==> src/rtl/reg_move_pkg.sv <==
// Shared definitions for the register-move sequencer: opcodes, register
// indices, FSM encodings, queued command layout and a one-hot decoder.
package reg_move_pkg;

  localparam logic [1:0] OP_MOVE = 2'b00;
  localparam logic [1:0] OP_INC  = 2'b01;
  localparam logic [1:0] OP_CLR  = 2'b10;

  localparam int unsigned R      = 0;
  localparam int unsigned row    = 1;
  localparam int unsigned cAT    = 2;
  localparam int unsigned cB     = 3;
  localparam int unsigned rnow   = 4;
  localparam int unsigned cATnow = 5;
  localparam int unsigned cBnow  = 6;
  localparam int unsigned alphap = 7;
  localparam int unsigned betap  = 8;
  localparam int unsigned gammap = 9;
  localparam int unsigned Total  = 10;

  localparam logic [1:0] IDLE  = 2'd0;
  localparam logic [1:0] READ  = 2'd1;
  localparam logic [1:0] WRITE = 2'd2;

  localparam int unsigned ONEHOT_W = 16;

  typedef struct packed {
    logic [1:0] op;
    logic [3:0] src;
    logic [3:0] dst;
  } cmd_t;

  function automatic logic [ONEHOT_W-1:0] onehot(input logic [3:0] idx);
    onehot      = '0;
    onehot[idx] = 1'b1;
  endfunction

endpackage

==> src/rtl/reg_move_sequencer_cmd_fifo.sv <==
// Show-ahead synchronous command FIFO with occupancy count and async
// active-low reset; rdata always presents the head entry.
module cmd_fifo #(
  parameter int unsigned DEPTH = 4,
  parameter int unsigned WIDTH = 10
) (
  input  logic                     clk,
  input  logic                     reset,
  input  logic                     push,
  input  logic [WIDTH-1:0]         wdata,
  input  logic                     pop,
  output logic [WIDTH-1:0]         rdata,
  output logic                     full,
  output logic                     empty,
  output logic [$clog2(DEPTH):0]   count
);

  localparam int unsigned AW = $clog2(DEPTH);
  localparam logic [AW:0] FULL_CNT = (AW+1)'(DEPTH);

  logic [WIDTH-1:0] mem [DEPTH];
  logic [AW-1:0]    wptr;
  logic [AW-1:0]    rptr;
  logic             do_push;
  logic             do_pop;

  assign full    = (count == FULL_CNT);
  assign empty   = (count == '0);
  assign do_push = push && !full;
  assign do_pop  = pop && !empty;
  assign rdata   = mem[rptr];

  always_ff @(posedge clk or negedge reset) begin
    if (!reset) begin
      wptr  <= '0;
      rptr  <= '0;
      count <= '0;
    end else begin
      if (do_push) wptr <= wptr + 1'b1;
      if (do_pop)  rptr <= rptr + 1'b1;
      count <= count + (AW+1)'(do_push) - (AW+1)'(do_pop);
    end
  end

  always_ff @(posedge clk) begin
    if (do_push) mem[wptr] <= wdata;
  end

endmodule

==> src/rtl/reg_move_sequencer.sv <==
// Queued MOVE/INC/CLR micro-command executor driving the register file's
// one-hot read/write strobes and its bus data input.
module reg_move_sequencer
  import reg_move_pkg::*;
#(
  parameter int unsigned REG_COUNT  = 11,
  parameter int unsigned REG_WIDTH  = 12,
  parameter int unsigned FIFO_DEPTH = 4
) (
  input  logic                 clk,
  input  logic                 reset,
  input  logic                 cmd_valid,
  output logic                 cmd_ready,
  input  logic [1:0]           cmd_op,
  input  logic [3:0]           cmd_src,
  input  logic [3:0]           cmd_dst,
  input  logic [REG_WIDTH-1:0] rf_dataout,
  output logic [REG_COUNT-1:0] read_en,
  output logic [REG_COUNT-1:0] write_en,
  output logic [REG_WIDTH-1:0] bus_data,
  output logic                 busy,
  output logic                 err
);

  localparam int unsigned CW = $clog2(FIFO_DEPTH) + 1;
  localparam logic [4:0]  RC = 5'(REG_COUNT);

  cmd_t           wr_cmd;
  cmd_t           head;
  logic           full;
  logic           empty;
  logic [CW-1:0]  count;
  logic [CW-1:0]  count_n;
  logic           push;
  logic           pop;
  logic           illegal;
  logic [1:0]     state;
  logic [1:0]     state_n;
  logic [3:0]     cur_dst;
  logic           cur_inc;
  logic [REG_WIDTH-1:0] rd_val;

  assign wr_cmd    = '{op: cmd_op, src: cmd_src, dst: cmd_dst};
  assign cmd_ready = !full;
  assign push      = cmd_valid && cmd_ready;
  assign pop       = (state == IDLE) && !empty;
  assign count_n   = count + CW'(push) - CW'(pop);
  assign rd_val    = cur_inc ? rf_dataout + REG_WIDTH'(1'b1) : rf_dataout;

  cmd_fifo #(
    .DEPTH (FIFO_DEPTH),
    .WIDTH ($bits(cmd_t))
  ) u_fifo (
    .clk   (clk),
    .reset (reset),
    .push  (push),
    .wdata (wr_cmd),
    .pop   (pop),
    .rdata (head),
    .full  (full),
    .empty (empty),
    .count (count)
  );

  always_comb begin
    illegal = (head.op == 2'b11) || ({1'b0, head.dst} >= RC) ||
              ((head.op != OP_CLR) && ({1'b0, head.src} >= RC));
    state_n = state;
    case (state)
      IDLE:    if (!empty && !illegal) state_n = (head.op == OP_CLR) ? WRITE : READ;
      READ:    state_n = WRITE;
      WRITE:   state_n = IDLE;
      default: state_n = IDLE;
    endcase
  end

  // bus_data doubles as the hold register: it is loaded on entry to WRITE and
  // keeps its value afterwards, so no separate hold flop is needed.
  always_ff @(posedge clk or negedge reset) begin
    if (!reset) begin
      state    <= IDLE;
      read_en  <= '0;
      write_en <= '0;
      bus_data <= '0;
      busy     <= 1'b0;
      err      <= 1'b0;
      cur_dst  <= '0;
      cur_inc  <= 1'b0;
    end else begin
      state    <= state_n;
      busy     <= (state_n != IDLE) || (count_n != '0);
      err      <= 1'b0;
      read_en  <= '0;
      write_en <= '0;
      case (state)
        IDLE: begin
          if (!empty) begin
            if (illegal) begin
              err <= 1'b1;
            end else begin
              cur_dst <= head.dst;
              cur_inc <= (head.op == OP_INC);
              if (head.op == OP_CLR) begin
                write_en <= REG_COUNT'(onehot(head.dst));
                bus_data <= '0;
              end else begin
                read_en <= REG_COUNT'(onehot(head.src));
              end
            end
          end
        end
        READ: begin
          write_en <= REG_COUNT'(onehot(cur_dst));
          bus_data <= rd_val;
        end
        default: ;
      endcase
    end
  end

endmodule

==> config.mk <==
export PLATFORM = sky130hd
export DESIGN_NAME = reg_move_sequencer
export DESIGN_NICKNAME = d
export VERILOG_FILES = /design/src/rtl/reg_move_pkg.sv /design/src/rtl/reg_move_sequencer_cmd_fifo.sv /design/src/rtl/reg_move_sequencer.sv
export SDC_FILE = /design/constraint.sdc
export NUM_CORES = 1
export LEC_CHECK = 0
export CAP_MARGIN = 30
export CELL_PAD_IN_SITES_DETAIL_PLACEMENT = 1
export CELL_PAD_IN_SITES_GLOBAL_PLACEMENT = 1
export CORE_ASPECT_RATIO = 0.7
export CORE_MARGIN = 3
export CORE_UTILIZATION = 45
export CTS_BUF_LIST = sky130_fd_sc_hd__clkbuf_8
export CTS_CLUSTER_DIAMETER = 50
export CTS_CLUSTER_SIZE = 40
export DETAILED_ROUTE_END_ITERATION = 16
export GPL_ROUTABILITY_DRIVEN = 0
export PLACE_DENSITY = 0.81
export SETUP_SLACK_MARGIN = 0.5
export SYNTH_ARGS = -nofsm -noshare
export SYNTH_HDL_FRONTEND = slang
export SYNTH_SLANG_ARGS = --single-unit
export TNS_END_PERCENT = 50
==> constraint.sdc <==
create_clock -name clk -period 2.7 [get_ports clk]
set_input_delay 0.675 -clock clk [delete_from_list [all_inputs] [get_ports clk]]
set_output_delay 0.675 -clock clk [all_outputs]
set_load 0.005 [all_outputs]
==> results of run 1 <==
-- cells in the mapped netlist, drive strengths merged, types with 8 or more instances --
cell,count
nand2,15
nand2b,8
nor2,15
xor2,9
ha,9
edfxtp,40
mux4,10
o2bb2ai,12
dfrtp,50
xnor2,8
inv,15
and3,8
-- routing by layer --
layer  track usage  share of wire  vias to the layer above
met5             0              0                        -
met2        0.3632           0.51                       61
met1        0.2676           0.43                     1296
met3       0.05535          0.045                       14
met4       0.07972          0.014                        0
li1              -              -                     1164
-- worst max-delay path, delay by kind of cell, from the launching register on --
family / cells / cell delay, ns
DFF: 1 / 0.41
muxes: 1 / 0.53
and+or+nand+nor: 3 / 0.72
AOI/OAI and AO/OA: 1 / 0.49
buffers and inverters: 1 / 0.16
-- sequential cells by signal, summed over array words and instances, names as in the netlist --
signal,flops
u_fifo.wptr,2
bus_data,12
cur_dst,4
read_en,11
cur_inc,1
busy,1
u_fifo.mem,40
u_fifo.rptr,2
state,2
write_en,11
err,1
u_fifo.count,3
-- cell type report --
| type | instances | area [um^2] |
|---|---|---|
| Inverter | 15 | 56.30 |
| Tap cell | 101 | 126.4 |
| Sequential cell | 90 | 2454 |
| Fill cell | 802 | 2943 |
| Timing Repair Buffer | 93 | 863.3 |
| Multi-Input combinational cell | 151 | 1363 |
| Clock inverter | 6 | 63.81 |
| Clock buffer | 10 | 137.6 |
-- report_power, final --
| part | switching [mW] | leakage (nW) | internal, mW |
|---|---|---|---|
| sequential | 0.238 | 1.02 | 1.80 |
| combinational | 1.41 | 0.916 | 1.46 |
| clock | 0.481 | 0.103 | 0.454 |
| total | 2.13 | 2.03 | 3.71 |
-- metrics by stage --
step / instances / cell area, um^2 / utilization / total power, mW / setup slack (ns)
detailed placement: 431 / 4579 / 0.5720 / 4.263 / 0.1437
global placement: 431 / 4579 / 0.5720 / 4.107 / 0.2257
finish: 466 / 5064 / 0.6324 / 5.838 / 0.3212
global route: 466 / 5064 / 0.6324 / 6.227 / 0.2441
CTS: 460 / 4955 / 0.6188 / 5.553 / 0.2961
floorplan: 262 / 3790 / - / 3.361 / 0.3965
-- worst min path at each step --
stage | slack, ns | startpoint | end
after global routing | 0.45 | reset | read_en[5]$_DFF_PN0_
after global placement | 0.48 | bus_data[11]$_DFFE_PN0P_ | bus_data[11]$_DFFE_PN0P_
after detailed placement | 0.48 | bus_data[1]$_DFFE_PN0P_ | bus_data[1]$_DFFE_PN0P_
after CTS | 0.42 | reset | write_en[7]$_DFF_PN0_
final | 0.40 | reset | read_en[10]$_DFF_PN0_
after floorplan | 0.38 | reset | bus_data[0]$_DFFE_PN0P_
-- logic make-up after synthesis --
logic type,count (synthesis)
adders and majority gates,11
and+or+nand+nor,75
muxes,15
buffers and inverters,21
AOI/OAI and AO/OA,33
xor gates and xnor gates,17
DFF,90
-- repair_timing --
item | 4_1_cts | 5_1_grt
setup buffers | 12 | 6
resized for setup | 23 | 20
cloned | 1 | 0
endpoints found under the setup margin | 38 | 39
pin swaps | 7 | 5
==> metrics.md, run 1 <==
| Metric | Value |
|---|---|
| Status | `completed` |
| Final Max Tran Viols | `0` |
| Cells after Synth | `between 200 and 300` |
| Routed WL | `between 9 and 10 mm` |
| Row count | `27` |
| Grt total ovfl | `0` |
| Final Hold Fails | `0` |
| Flop-to-flop setup slack | `around 0.32 ns` |
| Most frequent cells in the layout | `clkdlybuf4s50_1, dfrtp_1, edfxtp_1, buf_4, nand2_1` |
| CP startpoint | `u_fifo.rptr[0]$_DFFE_PN0P_` |
| Worst-Skew Late Latency | `~0.37 ns` |
| CTS root buffer | `clkbuf_8` |
| WS Path Type | `reg -> reg` |
| Vert. Die Dim | `between 80 and 90 um` |
| Maxcap violations | `0` |
| Vias | `between 2,000 and 3,000` |
| Drt first-iter violations | `154` |
| Initial antenna violation count | `0` |
| Critical Path Source Type | `flop` |
| Layout cells sized above 1 | `0.2384` |
| Max incr delay on CP | `~0.53 ns` |
| Min Hold Slack | `between 0.4 and 0.5 ns` |
| Commonest non-fill, non-tap cell in the layout | `clkdlybuf4s50_1` |
| Synth Area in Compound Gates | `0.06434` |
| Worst setup path end | `read_en[1]$_DFF_PN0_` |
| CTS Buffer Depth | `2` |
| # clock sinks | `90` |
| Simple-gate area share of the yosys netlist | `0.1075` |
| Main combinational cell family by area after synthesis | `simple AND/OR/NAND/NOR gates` |
| Vias in the first global route | `roughly 2,700` |
| Diodes inserted | `0` |
| Layout Skew | `0.005697 ns` |
| RSZ-0062 raised after global routing | `true` |
| Crit path max-delay cell type | `mux4_2` |
| Worst hold path class | `in -> async` |
| Routed Antenna Nets | `0` |
| Area share of the largest cell type after synthesis | `0.3317` |
| Pre-antenna DRT Iters | `4` |
| Post-DP HPWL | `6.203 mm` |
| # IOs | `62` |
| Critical-path cell list | `buf_6, mux4_2, and2_4, a2111o_1, or3_4, nor2_1` |
| Final setup vio count | `0` |
| Worst VDD drop | `between 0.7 and 0.8 mV` |
| P per Cell Area | `1153 nW/um^2` |
| Die width | `roughly 120 um` |
| Post-synthesis adder-cell area fraction | `0.04046` |
| FF-to-FF End | `read_en[1]$_DFF_PN0_` |
| Hold-fix buffers, CTS | `0` |
| WL/cell | `just over 20 um` |
| Syn_nets | `298` |
| Crit path DAT | `about 2.7 ns` |
| Syn. warnings | `0` |
| Post-synth EDFFs | `40` |
| Vias per inst | `between 5 and 6` |
| Die area | `between 9000 and 10,000 um^2` |
| Number of synthesized register bits | `90` |
| Worst relative slew slack | `0.5523` |
| H-tree depth | `3` |
| Largest area contributor in the netlist | `dfrtp_1` |
| Yosys cell types | `39` |
| Multiplexer share of the synthesized area | `0.07529` |
| Leak Pwr | `~2 nW` |
| Area contributors post-synth | `dfrtp_1, edfxtp_1, mux4_2` |
| Port Buffer Count | `61` |
| Nets | `396` |
| TNS Setup | `0 ns` |
| Max FO, Critical Path | `5` |
| Setup crit end kind | `flop` |
| Global-route wire length before repair | `roughly 15 mm` |
| Final period util | `0.8810` |
| Worst slew pin tran | `0.6715 ns` |
| Seq/Total Area, Yosys | `0.6501` |
| Initial core utilization | `0.4712` |
| Synthesized area | `3772 um^2` |
| XOR/XNOR Fraction of Synth Area | `0.03947` |
| Critical path data required time | `3.00 ns` |
| Asr flop ratio synth | `0.5556` |
| Core Region | `8006 um^2` |
| Layout area overhead | `34.23%` |
| R2R depth | `6` |
| Clock-pin slew on the worst setup and hold paths | `about 0.080 ns` |
| Total GRT Usage | `0.2138` |
| FF-to-FF Start | `u_fifo.rptr[0]$_DFFE_PN0P_` |
| Min Tclk post-route | `2.379 ns` |
| CTS Buf Count | `9` |
| Largest net degree at the start of global routing | `between 50 and 60` |
| Fmax | `~420 MHz` |
| Synth Flop Type | `dfrtp_1` |
| CTS tree | `built` |
| Syn avg cell area | `~14 um^2` |
| Final routed DRC violation total | `0` |
Power figures use the tool's default switching activity.
==> run 2: changes to the inputs <==
- RECOVER_POWER: not set -> 25
==> run 2 against run 1 <==
Effect of this change:
- register-to-register slack hardly changed
- critical path type unchanged
- fmax stayed put
- global-route usage stayed put
- sequential power hardly changed
- cell count stayed put
- utilization hardly changed
- flip-flop and latch count stayed put
- worst hold slack better by 0.093 ns
- sequential share of layout area hardly changed
==> metrics.md, run 2 (same netlist as run 1, synthesis figures left out) <==
| Metric | Value |
|---|---|
| Routed WL | `between 9 and 10 mm` |
| # IOs | `62` |
| Most frequent cells in the layout | `clkdlybuf4s50_1, dfrtp_1, edfxtp_1, buf_4, nand2_1` |
| Row count | `27` |
| WS Path Type | `reg -> reg` |
| CTS tree | `built` |
| Core Region | `~8000 um^2` |
| Critical-path cell list | `buf_6, mux4_2, and2_4, a2111o_1, or3_4, nor2_1` |
| Die width | `roughly 120 um` |
| CTS root buffer | `clkbuf_8` |
| Max incr delay on CP | `around 0.53 ns` |
| Worst hold path class | `reg -> reg` |
| Critical path data required time | `~3.0 ns` |
| Initial core utilization | `0.4712` |
| Fmax | `~420 MHz` |
| Crit path DAT | `approximately 2.7 ns` |
| Final Power | `5.837 mW` |
| Leak Pwr | `roughly 2.0 nW` |
| Total GRT Usage | `0.2138` |
| Maxcap violations | `0` |
| Layout area overhead | `34.16%` |
| Place WS | `around 0.14 ns` |
| Pre-antenna DRT Iters | `4` |
| Initial antenna violation count | `0` |
| Worst slew pin tran | `roughly 1.2 ns` |
| TNS Setup | `0 ns` |
| Worst VDD drop | `0.7031 mV` |
| Commonest non-fill, non-tap cell in the layout | `clkdlybuf4s50_1` |
| P per Cell Area | `1153 nW/um^2` |
| Nets | `approximately 400` |
| Critical Path Source Type | `flop` |
| Status | `completed` |
| Worst path buffer plus inverter count | `1` |
| Global-route wire length before repair | `roughly 15 mm` |
| Worst-Skew Late Latency | `0.37 ns` |
| Port Buffer Count | `61` |
| Setup crit end kind | `flop` |
| CTS Buffer Depth | `2` |
| H-tree depth | `3` |
| Layout cells sized above 1 | `0.2384` |
| Biggest register | `u_fifo.mem` |
| Final period util | `0.8810` |
| Vias per inst | `approximately 5.4` |
| CTS Buf Count | `9` |
| Grt total ovfl | `0` |
| Vert. Die Dim | `82.61 um` |
| Final core occ | `0.6321` |
| Crit path max-delay cell type | `mux4_2` |
| Routed Antenna Nets | `0` |
| Worst path top cell family by delay | `simple AND/OR/NAND/NOR gates` |
| # clock sinks | `90` |
| RSZ-0062 raised after global routing | `true` |
| WL/cell | `around 20 um` |
| Final Hold Fails | `0` |
| Max reg flops | `40` |
| Clock-pin slew on the worst setup and hold paths | `0.08 ns` |
| Final setup vio count | `0` |
| Final Max Tran Viols | `0` |
| Hold-fix buffers, CTS | `0` |
| Drt first-iter violations | `154` |
| Max FO, Critical Path | `5` |
| Vias | `approximately 2,500` |
| Post-DP HPWL | `6.203 mm` |
| Final setup margin | `~0.32 ns` |
| Final routed DRC violation total | `0` |
| Die area | `9536 um^2` |
| Diodes inserted | `0` |
| Vias in the first global route | `between 2,000 and 3,000` |
| Min Tclk post-route | `between 2 and 2.5 ns` |
| Layout Skew | `approximately 0.0057 ns` |
| Largest net degree at the start of global routing | `51` |
| Largest registers | `u_fifo.mem: 40 flops, bus_data: 12 flops` |
| Worst relative slew slack | `0.2055` |
[run 2: cell types whose count changed in the layout (fill, tap and decap cells not counted)]
cell             change
clkbuf_2             +1
clkdlybuf4s50_1      -1
dlygate4sd3_1        +1
buf_4                -1
[run 2: report_power, final]
| group | internal, mW | switching (mW) |
|---|---|---|
| Clock | 0.454 | 0.481 |
| Sequential | 1.80 | 0.238 |
| Combinational | 1.46 | 1.41 |
| Total | 3.71 | 2.13 |
[run 2: area by class of cell]
class                      instances  area [um^2]
clock inverter                     6        63.81
clock buffer                      10        137.6
timing repair buffer              93        860.8
inverter                          15        56.30
tap                              101        126.4
fill                             802         2945
multi-input combinational        151         1363
sequential                        90         2454
[run 2: through the flow]
step / area, um^2 / hold WS [ns] / std cells
after global placement: 4579 / 0.4790 / 431
after global routing: 5061 / 0.5072 / 466
after detailed placement: 4579 / 0.4752 / 431
after CTS: 4955 / 0.4190 / 460
final: 5061 / 0.4946 / 466
after floorplan: 3790 / 0.3794 / 262
[run 2: repair_timing]
action,CTS,global route
setup endpoints to repair,38,39
setup buffers,12,6
pin swaps,7,5
cloned,1,0
resized for setup,23,20
[run 2: layer usage]
metal / global-route usage / up-vias / part of all wire
met4: 0.07972 / 0 / 0.014
met2: 0.3632 / 61 / 0.51
met5: 0 / - / 0
met1: 0.2676 / 1296 / 0.43
li1: - / 1164 / -
met3: 0.05535 / 14 / 0.044
[run 2: final timing paths]
kind | endpoint | depth (start not counted) | slack (ns) | from
worst max-delay path | read_en[1]$_DFF_PN0_ | 6 | 0.32 | u_fifo.rptr[0]$_DFFE_PN0P_
min in group asynchronous | read_en[10]$_DFF_PN0_ | 2 | 0.63 | reset
worst max register to register | read_en[1]$_DFF_PN0_ | 6 | 0.32 | u_fifo.rptr[0]$_DFFE_PN0P_
max in group asynchronous | u_fifo.count[1]$_DFF_PN0_ | 2 | 1.27 | reset
worst min-delay path | bus_data[3]$_DFFE_PN0P_ | 1 | 0.49 | bus_data[3]$_DFFE_PN0P_
worst min register to register | bus_data[3]$_DFFE_PN0P_ | 1 | 0.49 | bus_data[3]$_DFFE_PN0P_
[run 2: worst register-to-register path: stages, from the launching register on]
cell	delay [ns]
dfrtp_1	0.41
buf_6	0.16
mux4_2	0.53
and2_4	0.19
a2111o_1	0.49
or3_4	0.42
nor2_1	0.11
==> run 3: changes to the inputs <==
- GPL_ROUTABILITY_DRIVEN: 0 -> not set
- SKIP_CTS_REPAIR_TIMING: not set -> 1
==> run 3 against run 2 <==
Effect of this change:
- cell area down 1.5%
- clock skew up 0.0014 ns
- fmax is 0.54% lower
- worst setup slack lost 0.013 ns
- worst hold slack got worse by 0.00054 ns
- register-to-register slack about the same
- die area stayed put
- via count fell by 1.7%
- sequential power barely moved
- clock power shrank 0.7%
- global-route usage is 1.2 points lower
==> metrics.md, run 3 (same netlist as run 1, synthesis figures left out) <==
| Metric | Value |
|---|---|
| Final period util | `0.8859` |
| CTS tree | `built` |
| Grt total ovfl | `0` |
| Clock Power Share | `0.162` |
| CTS Buf Count | `9` |
| Switching power | `around 2.1 mW` |
| Sw frac | `0.3654` |
| Final setup vio count | `0` |
| Min Tclk post-route | `about 2.4 ns` |
| Clock-pin slew on the worst setup and hold paths | `approximately 0.090 ns` |
| Post-DP HPWL | `about 6.2 mm` |
| Setup crit end kind | `flop` |
| Vias in the first global route | `roughly 2,600` |
| Core Region | `8006 um^2` |
| Max incr delay on CP | `0.53 ns` |
| Vert. Die Dim | `82.61 um` |
| Critical path data required time | `approximately 3 ns` |
| Final Hold Fails | `0` |
| Worst relative slew slack | `0.1941` |
| Critical Path Source Type | `flop` |
| Flop-to-flop setup slack | `0.31 ns` |
| Initial core utilization | `0.4712` |
| Max FO, Critical Path | `6` |
| Critical-path cell list | `buf_6, mux4_2, and2_4, a2111o_1, or3_4, nor2_2` |
| Diodes inserted | `0` |
| Worst VDD drop | `0.7021 mV` |
| Pre-antenna DRT Iters | `4` |
| Most frequent cells in the layout | `clkdlybuf4s50_1, dfrtp_1, edfxtp_1, buf_4, nand2_1` |
| Vias | `around 2,500` |
| Worst hold path class | `reg -> reg` |
| CTS root buffer | `clkbuf_8` |
| Largest net degree at the start of global routing | `51` |
| Crit path DAT | `2.69 ns` |
| Final Power | `roughly 5.7 mW` |
| Drt first-iter violations | `between 100 and 150` |
| Layout cells sized above 1 | `0.2299` |
| WL/cell | `20.45 um` |
| Layout Skew | `0.007078 ns` |
| CP Depth | `6` |
| Maxcap violations | `0` |
| Sequential power share | `0.357` |
| Worst path buffer plus inverter count | `1` |
| CP startpoint | `u_fifo.rptr[0]$_DFFE_PN0P_` |
| Global-route wire length before repair | `13.97 mm` |
| Total GRT Usage | `0.2019` |
| # IOs | `just over 60` |
| Initial antenna violation count | `0` |
| Vias per inst | `~5.4` |
| Final setup margin | `a little over 0.3 ns` |
| Max reg flops | `40` |
| R2R depth | `6` |
| Layout filler cell count | `a little under 800` |
| Nets | `about 390` |
| Commonest non-fill, non-tap cell in the layout | `clkdlybuf4s50_1` |
| Final routed DRC violation total | `0` |
| Worst path top cell family by delay | `simple AND/OR/NAND/NOR gates` |
| Crit path max-delay cell type | `mux4_2` |
| Status | `completed` |
| H-tree depth | `3` |
| WS Path Type | `reg -> reg` |
| Layout area overhead | `32.21%` |
| Row count | `27` |
| Combinational fraction of design power | `0.481` |
| Die width | `115.4 um` |
| TNS Setup | `0 ns` |
| Worst-Skew Late Latency | `0.37 ns` |
| Leak Pwr | `approximately 2.0 nW` |
| CTS Buffer Depth | `2` |
| Worst setup path end | `read_en[0]$_DFF_PN0_` |
| Routed Antenna Nets | `0` |
| Biggest register | `u_fifo.mem` |
| Fmax | `418.1 MHz` |
| Worst slew pin tran | `between 1 and 1.5 ns` |
| # clock sinks | `90` |
| FF-to-FF End | `read_en[0]$_DFF_PN0_` |
| FF-to-FF Start | `u_fifo.rptr[0]$_DFFE_PN0P_` |
| RePlAce Congestion | `0.8466` |
| P per Cell Area | `between 1000 and 1500 nW/um^2` |
| Port Buffer Count | `61` |
| Die area | `between 9000 and 10,000 um^2` |
| Final Max Tran Viols | `0` |
| Internal power | `between 3 and 4 mW` |
| RSZ-0062 raised after global routing | `true` |
| Routed WL | `approximately 9.4 mm` |
| Largest registers | `u_fifo.mem: 40 flops, bus_data: 12 flops` |
| Place WS | `roughly 0.14 ns` |
==> run 3: worst register-to-register path: cells and delay by family, from the launching register on <==
family,cells,cell delay (ns)
AND/OR/NAND/NOR,3,0.75
buffers and inverters,1,0.16
flip-flops,1,0.40
AO/OA/AOI/OAI,1,0.49
multiplexers,1,0.53
==> run 3: routing by layer <==
metal | part of all wire | vias up | GRT usage | wire (um)
met5 | 0 | - | 0 | 0
li1 | - | 1152 | - | -
met4 | 0.011 | 0 | 0.07151 | 102
met2 | 0.52 | 57 | 0.3378 | 4907
met3 | 0.039 | 9 | 0.05171 | 364
met1 | 0.43 | 1274 | 0.2590 | 4074
==> run 3: final cells by class <==
class | instances | area [um^2] | area share
repair buffers | 89 | 830.8 | 0.1666
inverters | 15 | 58.81 | 0.01179
clock buffers | 10 | 137.6 | 0.02760
clock inverters | 6 | 63.81 | 0.01279
flip-flops and latches | 90 | 2454 | 0.4920
well taps | 101 | 126.4 | 0.02534
multi-input cells | 151 | 1316 | 0.2639
==> run 3: power by group through the flow <==
stage                     logic, mW  registers (mW)  clock network (mW)
after floorplan                1.38            1.98                   0
after global placement         2.08            2.03                   0
after detailed placement       2.21            2.06                   0
after CTS                      2.23            2.03               0.951
after global routing           3.01            2.09                1.01
final                          2.75            2.05               0.928
==> run 3: worst min-delay path by stage <==
stage / startpoint / endpoint / depth (start not counted)
2_1_floorplan: reset / bus_data[0]$_DFFE_PN0P_ / 0
4_1_cts: reset / write_en[7]$_DFF_PN0_ / 2
3_5_place_dp: bus_data[1]$_DFFE_PN0P_ / bus_data[1]$_DFFE_PN0P_ / 1
6_report: bus_data[3]$_DFFE_PN0P_ / bus_data[3]$_DFFE_PN0P_ / 1
3_3_place_gp: bus_data[11]$_DFFE_PN0P_ / bus_data[11]$_DFFE_PN0P_ / 1
5_1_grt: bus_data[3]$_DFFE_PN0P_ / bus_data[3]$_DFFE_PN0P_ / 1
==> run 3: through the flow <==
step | hold slack [ns] | cells | util | area, um^2
after floorplan | 0.3794 | 262 | - | 3790
after global placement | 0.4790 | 431 | 0.5720 | 4579
after detailed placement | 0.4752 | 431 | 0.5720 | 4579
after CTS | 0.4191 | 447 | 0.5971 | 4781
after global routing | 0.5074 | 462 | 0.6229 | 4987
final | 0.4940 | 462 | 0.6229 | 4987
